File: config.mk
export PLATFORM = sky130hd
export DESIGN_NAME = cmd_response_receiver
export DESIGN_NICKNAME = d
export VERILOG_FILES = /design/src/rtl/cmd_response_receiver.sv
export SDC_FILE = /design/constraint.sdc
export NUM_CORES = 1
export LEC_CHECK = 0
export ABC_AREA = 1
export CORE_ASPECT_RATIO = 1.1
export CORE_UTILIZATION = 30
export DETAILED_ROUTE_END_ITERATION = 10
export SYNTH_ARGS = -nofsm -noshare
export SYNTH_HDL_FRONTEND = slang
export SYNTH_SLANG_ARGS = --single-unit
File: constraint.sdc
create_clock -name CLK -period 1.9 [get_ports CLK]
set_input_delay 0.19 -clock CLK [delete_from_list [all_inputs] [get_ports CLK]]
set_output_delay 0.19 -clock CLK [all_outputs]
set_load 0.05 [all_outputs]
File: src/rtl/cmd_response_receiver.sv
// rtl/cmd_response_receiver.sv - SD host CMD-line response receiver
// Hunts for a start bit with NCR timeout, captures a 48-bit frame MSB-first, checks CRC7/framing.
module cmd_response_receiver #(
  parameter int RESP_BITS = 48,
  parameter int TIMEOUT   = 64
) (
  input  logic                 CLK,
  input  logic                 RESET,
  input  logic                 start,
  input  logic                 crc_check_en,
  input  logic                 cmd_in,
  output logic [RESP_BITS-1:0] response,
  output logic                 done,
  output logic                 busy,
  output logic                 timeout_err,
  output logic                 crc_err,
  output logic                 frame_err
);

  typedef enum logic [1:0] {IDLE, WAIT_START, RECEIVE, FINISH} state_t;

  localparam logic [7:0] WAIT_LAST = 8'(TIMEOUT - 1);
  localparam logic [5:0] BIT_LAST  = 6'(RESP_BITS - 1);
  localparam logic [5:0] CRC_BITS  = 6'(RESP_BITS - 8);

  state_t                 state, state_nxt;
  logic [7:0]             wait_cnt;
  logic [5:0]             bit_cnt;
  logic [RESP_BITS-1:0]   shift_reg;
  logic [6:0]             crc;
  logic                   crc_en_q;
  logic                   timeout_q;

  function automatic logic [6:0] crc7_step(input logic [6:0] c, input logic d);
    logic fb;
    fb = d ^ c[6];
    return {c[5:0], 1'b0} ^ (fb ? 7'h09 : 7'h00);
  endfunction

  always_ff @(posedge CLK or negedge RESET) begin
    if (!RESET) state <= IDLE;
    else        state <= state_nxt;
  end

  always_comb begin
    state_nxt = state;
    case (state)
      IDLE:       if (start) state_nxt = WAIT_START;
      WAIT_START: begin
        if (!cmd_in)                    state_nxt = RECEIVE;
        else if (wait_cnt == WAIT_LAST) state_nxt = FINISH;
      end
      RECEIVE:    if (bit_cnt == BIT_LAST) state_nxt = FINISH;
      FINISH:     state_nxt = IDLE;
      default:    state_nxt = IDLE;
    endcase
  end

  // FINISH is a one-cycle settle so done and the results land together as busy falls
  assign busy = (state != IDLE);

  always_ff @(posedge CLK or negedge RESET) begin
    if (!RESET) begin
      response    <= '0;
      done        <= 1'b0;
      timeout_err <= 1'b0;
      crc_err     <= 1'b0;
      frame_err   <= 1'b0;
      wait_cnt    <= '0;
      bit_cnt     <= '0;
      shift_reg   <= '0;
      crc         <= '0;
      crc_en_q    <= 1'b0;
      timeout_q   <= 1'b0;
    end else begin
      done <= (state == FINISH);
      case (state)
        IDLE: begin
          if (start) begin
            timeout_err <= 1'b0;
            crc_err     <= 1'b0;
            frame_err   <= 1'b0;
            wait_cnt    <= '0;
            crc         <= '0;
            crc_en_q    <= crc_check_en;
            timeout_q   <= 1'b0;
          end
        end
        WAIT_START: begin
          if (!cmd_in) begin
            shift_reg <= {shift_reg[RESP_BITS-2:0], cmd_in};
            bit_cnt   <= 6'd1;
            crc       <= crc7_step(7'd0, cmd_in);
          end else if (wait_cnt == WAIT_LAST) begin
            timeout_q <= 1'b1;
          end else begin
            wait_cnt <= wait_cnt + 8'd1;
          end
        end
        RECEIVE: begin
          shift_reg <= {shift_reg[RESP_BITS-2:0], cmd_in};
          bit_cnt   <= bit_cnt + 6'd1;
          if (bit_cnt < CRC_BITS) crc <= crc7_step(crc, cmd_in);
        end
        FINISH: begin
          if (timeout_q) begin
            timeout_err <= 1'b1;
          end else begin
            response  <= shift_reg;
            crc_err   <= crc_en_q && (shift_reg[7:1] != crc);
            frame_err <= shift_reg[RESP_BITS-2] | ~shift_reg[0];
          end
        end
        default: ;
      endcase
    end
  end

endmodule
==> flow_metrics.env, run 1 <==
export IMPL_outcome="finished clean"
export IMPL_drive_gt1_share_pct=8.969
export IMPL_ys_types=27
export IMPL_clockRootBuffer="clkbuf_16"
export IMPL_setup_viol=0
export IMPL_syn_num_nets=605
export IMPL_hpwl_um=6845
export IMPL_slowest_delay_ps=820
export IMPL_nets=668
export IMPL_cp_top_family="buffers and inverters"
export IMPL_place_ws_ps=163.5
export IMPL_p_int_mw=6.217
export IMPL_drv_cap=0
export IMPL_crit_buf_inv=1
export IMPL_crit_start="response[45]$_DFFE_PN0P_"
export IMPL_cp_slowest_cell="clkdlybuf4s50_1"
export IMPL_ys_seq_elements=125
export IMPL_routed_wl_um=10380
export IMPL_synth_edf_count=0
export IMPL_cts_setup_buffers=0
export IMPL_grt_pass1_vias=3660
export IMPL_rows=50
export IMPL_cp_max_fo=2
export IMPL_worstPathRequired_ps=1710
export IMPL_drt_iter0_markers=163
export IMPL_hold_class="primary input to asynchronous set/reset pin"
export IMPL_path_clk_slew_ps=60
export IMPL_slew_headroom_pct=64.15
export IMPL_ys_seq_area_share_pct=59.13
export IMPL_portBuffers=57
export IMPL_vias=3893
export IMPL_skew_ps=9.766
export IMPL_stdcell_count=903
export IMPL_placed_cell_area_um2=6131
export IMPL_cts_path_max_buffers=2
export IMPL_drc=0
export IMPL_slew_viol_final=0
export IMPL_yosysWarnings=0
export IMPL_overflow=0
export IMPL_layout_setup_ws_ps=93.52
export IMPL_syn_area_per_cell_um2=8.921
export IMPL_max_freq_mhz=553.6
export IMPL_dp_cells=869
export IMPL_final_antenna_net_count=0
export IMPL_grt_setup_unrepaired="false"
export IMPL_gr_usage_all_layers_pct=12.45
export IMPL_cp_end_kind="output pin"
export IMPL_switching_power_mw=3.873
export IMPL_grt_start_max_net_pins=68
export IMPL_leakage_nw=3.022
export IMPL_hold_viol_final=0
export IMPL_crit_chain="clkdlybuf4s50_1"
export IMPL_die_area_um2=18170
export IMPL_final_core_util_pct=39.52
export IMPL_period_share_pct=95.08
export IMPL_die_w_um=128.6
export IMPL_cts_tree="yes"
export IMPL_final_common_cell="nand2_1"
export IMPL_via_per_inst=4.311
export IMPL_cts_sinks=125
export IMPL_ios=58
export IMPL_postLayoutCellArea_um2=6774
export IMPL_antenna_found_initial=0
export IMPL_peakVddDrop_uv=859.0
export IMPL_synth_main_ff_cell="dfrtp_1"
export IMPL_final_cell_mix="nand2_1 (174), dfrtp_1 (125), inv_1 (75), o21ai_1 (68), clkdlybuf4s50_1 (55)"
export IMPL_clk_latency_ps=420
export IMPL_clock_power_share_pct=32.1
export IMPL_syn_inst=593
export IMPL_cts_htree_levels=4
export IMPL_globalplace_congestion=0.8015
export IMPL_core_area_um2=17140
export IMPL_async_reset_ff_share_pct=100.0
export IMPL_fp_dieH_um=141.3
export IMPL_worst_ep_arrival_time_ps=1620
export IMPL_p_per_area_nw_per_um2=1489
export IMPL_combPwrFrac_pct=34.2
export IMPL_dr_pass1_iters=4
export IMPL_grt_pass1_wl_um=17670
export IMPL_timing_final_crit_period_ps=1806
export IMPL_worstReg2RegStart="state[1]$_DFFE_PN0P_"
export IMPL_switching_share_pct=38.38
export IMPL_crit_type="flip-flop to output pin"
export IMPL_seqPwrFrac_pct=33.7
export IMPL_setup_tns_final_ps=0
export IMPL_start_util_pct=30.86
export IMPL_area_growth_pct=28.05
export IMPL_start_kind="flip-flop"
export IMPL_tightest_slew_ps=536.0
export IMPL_cts_buffers=17
export IMPL_wl_per_cell_um=11.49
export IMPL_syn_cell_area_um2=5290
export IMPL_antenna_cells=0
## final timing paths
kind                                              to  slack, ps  cells after the start
setup reg to reg           shift_reg[22]$_DFFE_PN0P_        190                      8
hold / removal              response[31]$_DFFE_PN0P_        190                      2
min in group CLK                crc_en_q$_DFFE_PN0P_        330                      3
max in group asynchronous         crc[6]$_DFFE_PN0P_       1060                      3
setup / recovery                        response[45]         90                      1
hold reg to reg              response[5]$_DFFE_PN0P_        480                      2
## cell families after synthesis
family | after synthesis | share of synthesized area [%]
xor+xnor | 1 | 0.1656
fa+ha+maj | 7 | 1.656
simple gates | 224 | 17.31
buf+inv | 103 | 8.798
compound gates | 133 | 12.94
flops | 125 | 59.13
## power groups by stage
stage / sequential [mW] / combinational (mW) / clock [mW]
floorplan: 4.00 / 1.92 / 0
global placement: 3.44 / 3.34 / 0
detailed placement: 3.45 / 3.36 / 0
CTS: 3.40 / 3.37 / 3.32
global route: 3.46 / 3.82 / 3.43
finish: 3.40 / 3.45 / 3.24
## per-stage QoR
step           power [mW]  hold WS (ps)
2_1_floorplan       5.914        -105.6
3_3_place_gp        6.787         91.73
3_5_place_dp        6.802         95.95
4_1_cts             10.09         182.7
5_1_grt             10.71         226.3
6_report            10.09         189.4
## cell type report
type / instances / area (um2)
Clock inverter: 14 / 158.9
Fill cell: 1757 / 10370
Tap cell: 234 / 292.8
Inverter: 78 / 292.8
Multi-Input combinational cell: 365 / 1704
Clock buffer: 18 / 439.2
Sequential cell: 125 / 3128
Timing Repair Buffer: 69 / 758.2
## cells in the mapped netlist, types with 2 or more instances
cell / instances / share of area, %
inv_2: 3 / 0.21
nor2_1: 11 / 0.78
dfrtp_1: 125 / 59
buf_2: 6 / 0.57
nand4_1: 4 / 0.47
nand3_1: 25 / 2.4
o21ai_1: 68 / 6.4
inv_1: 75 / 5.3
o21ai_0: 53 / 5.0
clkbuf_1: 6 / 0.43
o21bai_1: 2 / 0.28
nor2_2: 3 / 0.35
nand2_2: 4 / 0.47
ha_1: 7 / 1.7
a21oi_1: 5 / 0.47
nand2_1: 174 / 12
buf_4: 7 / 0.99
buf_6: 6 / 1.3
## what timing repair did
item | CTS | global route
hold endpoints to repair | 58 | 0
resized for setup | 0 | 2
setup endpoints to repair | 0 | 20
hold buffers | 1 | 0
## per-layer routing
layer / GRT usage, % / vias up / wire [um]
li1: - / 2016 / -
met1: 16.65 / 1818 / 5087
met2: 18.75 / 46 / 4790
met3: 3.733 / 13 / 373
met4: 5.201 / 0 / 127
met5: 0 / - / 0
(Power assumes the default switching activity.)
==> inputs of run 2 (changes only) <==
--- a/config.mk
+++ b/config.mk
@@ -6,9 +6,10 @@
 export NUM_CORES = 1
 export LEC_CHECK = 0
 export ABC_AREA = 1
-export CORE_ASPECT_RATIO = 1.1
+export CORE_ASPECT_RATIO = 2
 export CORE_UTILIZATION = 30
 export DETAILED_ROUTE_END_ITERATION = 10
+export HOLD_SLACK_MARGIN = 0.06
 export SYNTH_ARGS = -nofsm -noshare
 export SYNTH_HDL_FRONTEND = slang
 export SYNTH_SLANG_ARGS = --single-unit
==> run 2 against run 1 <==
Effect of this change:
- first-iteration DRC count shrank 5.5%
- register-to-register slack got worse by 30 ps
- sequential cell count stayed put
- power fell by 0.72%
- clock-buffer cell count unchanged
- core utilization fell by 0.51 points
- clock skew down 1.8 ps
- largest power group unchanged
==> flow_metrics.env, run 2 (synthesis gave the netlist of run 1 again) <==
export IMPL_r2r_end="shift_reg[3]$_DFFE_PN0P_"
export IMPL_cp_slowest_cell="clkdlybuf4s50_1"
export IMPL_clk_latency_ps=410
export IMPL_combPwrFrac_pct=34.3
export IMPL_wl_per_cell_um=12.53
export IMPL_outcome="finished clean"
export IMPL_cp_max_fo=2
export IMPL_cp_end_kind="output pin"
export IMPL_cp_top_family="buffers and inverters"
export IMPL_drc=0
export IMPL_slowest_delay_ps=850
export IMPL_leakage_nw=3.021
export IMPL_clockRootBuffer="clkbuf_16"
export IMPL_final_core_util_pct=39.00
export IMPL_antenna_found_initial=0
export IMPL_dr_pass1_iters=4
export IMPL_setup_viol=0
export IMPL_nets=670
export IMPL_rows=68
export IMPL_timing_final_crit_period_ps=1805
export IMPL_p_per_area_nw_per_um2=1487
export IMPL_grt_start_max_net_pins=75
export IMPL_hold_class="primary input to asynchronous set/reset pin"
export IMPL_crit_chain="clkdlybuf4s50_1"
export IMPL_portBuffers=57
export IMPL_max_freq_mhz=553.9
export IMPL_hold_viol_final=0
export IMPL_ios=58
export IMPL_globalplace_congestion=0.8287
export IMPL_overflow=0
export IMPL_drive_gt1_share_pct=9.104
export IMPL_cts_setup_buffers=0
export IMPL_dp_cells=848
export IMPL_area_growth_pct=27.34
export IMPL_grt_pass1_wl_um=18620
export IMPL_drv_cap=0
export IMPL_die_w_um=95.90
export IMPL_fp_dieH_um=189.8
export IMPL_crit_type="flip-flop to output pin"
export IMPL_regArea_um2=3128
export IMPL_crit_buf_inv=1
export IMPL_antenna_cells=0
export IMPL_p_int_mw=6.170
export IMPL_gr_usage_all_layers_pct=13.43
export IMPL_ff2ff_path_depth=8
export IMPL_cts_sinks=125
export IMPL_crit_start="response[43]$_DFFE_PN0P_"
export IMPL_routed_wl_um=11020
export IMPL_skew_ps=8.002
export IMPL_switching_share_pct=38.41
export IMPL_stdcell_count=880
export IMPL_start_util_pct=30.63
export IMPL_cts_htree_levels=4
export IMPL_via_per_inst=4.447
export IMPL_cts_buffers=17
export IMPL_drt_iter0_markers=154
export IMPL_hpwl_um=7870
export IMPL_final_antenna_net_count=0
export IMPL_slew_headroom_pct=62.44
export IMPL_cts_tree="yes"
export IMPL_start_kind="flip-flop"
export IMPL_path_clk_slew_ps=60
export IMPL_peakVddDrop_uv=807.6
export IMPL_core_area_um2=17270
export IMPL_slew_viol_final=0
export IMPL_cts_path_max_buffers=2
export IMPL_clock_power_share_pct=31.4
export IMPL_worst_ep_arrival_time_ps=1620
export IMPL_die_area_um2=18200
export IMPL_seqPwrFrac_pct=34.3
export IMPL_final_cell_mix="nand2_1 (174), dfrtp_1 (125), inv_1 (75), o21ai_1 (68), clkdlybuf4s50_1 (55)"
export IMPL_vias=3913
export IMPL_multiInputGateArea_um2=1709
export IMPL_worstPathRequired_ps=1710
export IMPL_tightest_slew_ps=561.6
export IMPL_r2r_slack_ps=160
export IMPL_grt_setup_unrepaired="false"
export IMPL_final_common_cell="nand2_1"
export IMPL_hold_ws_ps=221.3
export IMPL_final_fill_count=1773
export IMPL_grt_pass1_vias=3961
export IMPL_setup_tns_final_ps=0
export IMPL_switching_power_mw=3.847
export IMPL_period_share_pct=95.02
export IMPL_worstReg2RegStart="state[1]$_DFFE_PN0P_"
export IMPL_placed_cell_area_um2=6136
export IMPL_postLayoutCellArea_um2=6736
[run 2: stage by stage]
stage | power, mW | setup slack, ps
after floorplan | 5.914 | 332.1
after global placement | 6.906 | 176.6
after detailed placement | 6.939 | 150.5
after CTS | 10.16 | 66.55
after global routing | 10.62 | 9.695
final | 10.02 | 94.68
[run 2: final cells by class]
cell class | count | share of cell area, %
clock buffers | 18 | 6.519
clock inverters | 13 | 2.136
repair buffers | 71 | 11.29
well taps | 210 | 3.900
flip-flops and latches | 125 | 46.43
inverters | 78 | 4.346
multi-input cells | 365 | 25.37
[run 2: per-layer routing]
metal / routed length [um] / global-route usage, %
met1: 4675 / 15.15
met2: 5820 / 23.19
met3: 234 / 3.197
met4: 291 / 6.487
met5: 0 / 0
[run 2: repair_timing]
| item | in CTS | in global routing |
|---|---|---|
| resized for setup | 0 | 2 |
| setup endpoints to repair | 0 | 17 |
| hold endpoints to repair | 125 | 0 |
| hold buffers | 1 | 0 |
[run 2: power by group through the flow]
stage	logic (mW)	clock network [mW]	registers, mW
final	3.44	3.15	3.43
after floorplan	1.92	0	4.00
after detailed placement	3.46	0	3.48
after global placement	3.43	0	3.48
after CTS	3.48	3.24	3.44
after global routing	3.80	3.34	3.49
[run 2: worst max path at each step]
| stage | endpoint | slack (ps) | depth (start not counted) |
|---|---|---|---|
| after floorplan | wait_cnt[2]$_DFFE_PN0P_ | 330 | 8 |
| after global placement | shift_reg[46]$_DFFE_PN0P_ | 180 | 7 |
| after detailed placement | shift_reg[31]$_DFFE_PN0P_ | 150 | 7 |
| after CTS | response[3] | 70 | 1 |
| after global routing | shift_reg[45]$_DFFE_PN0P_ | 10 | 8 |
| final | response[43] | 90 | 1 |
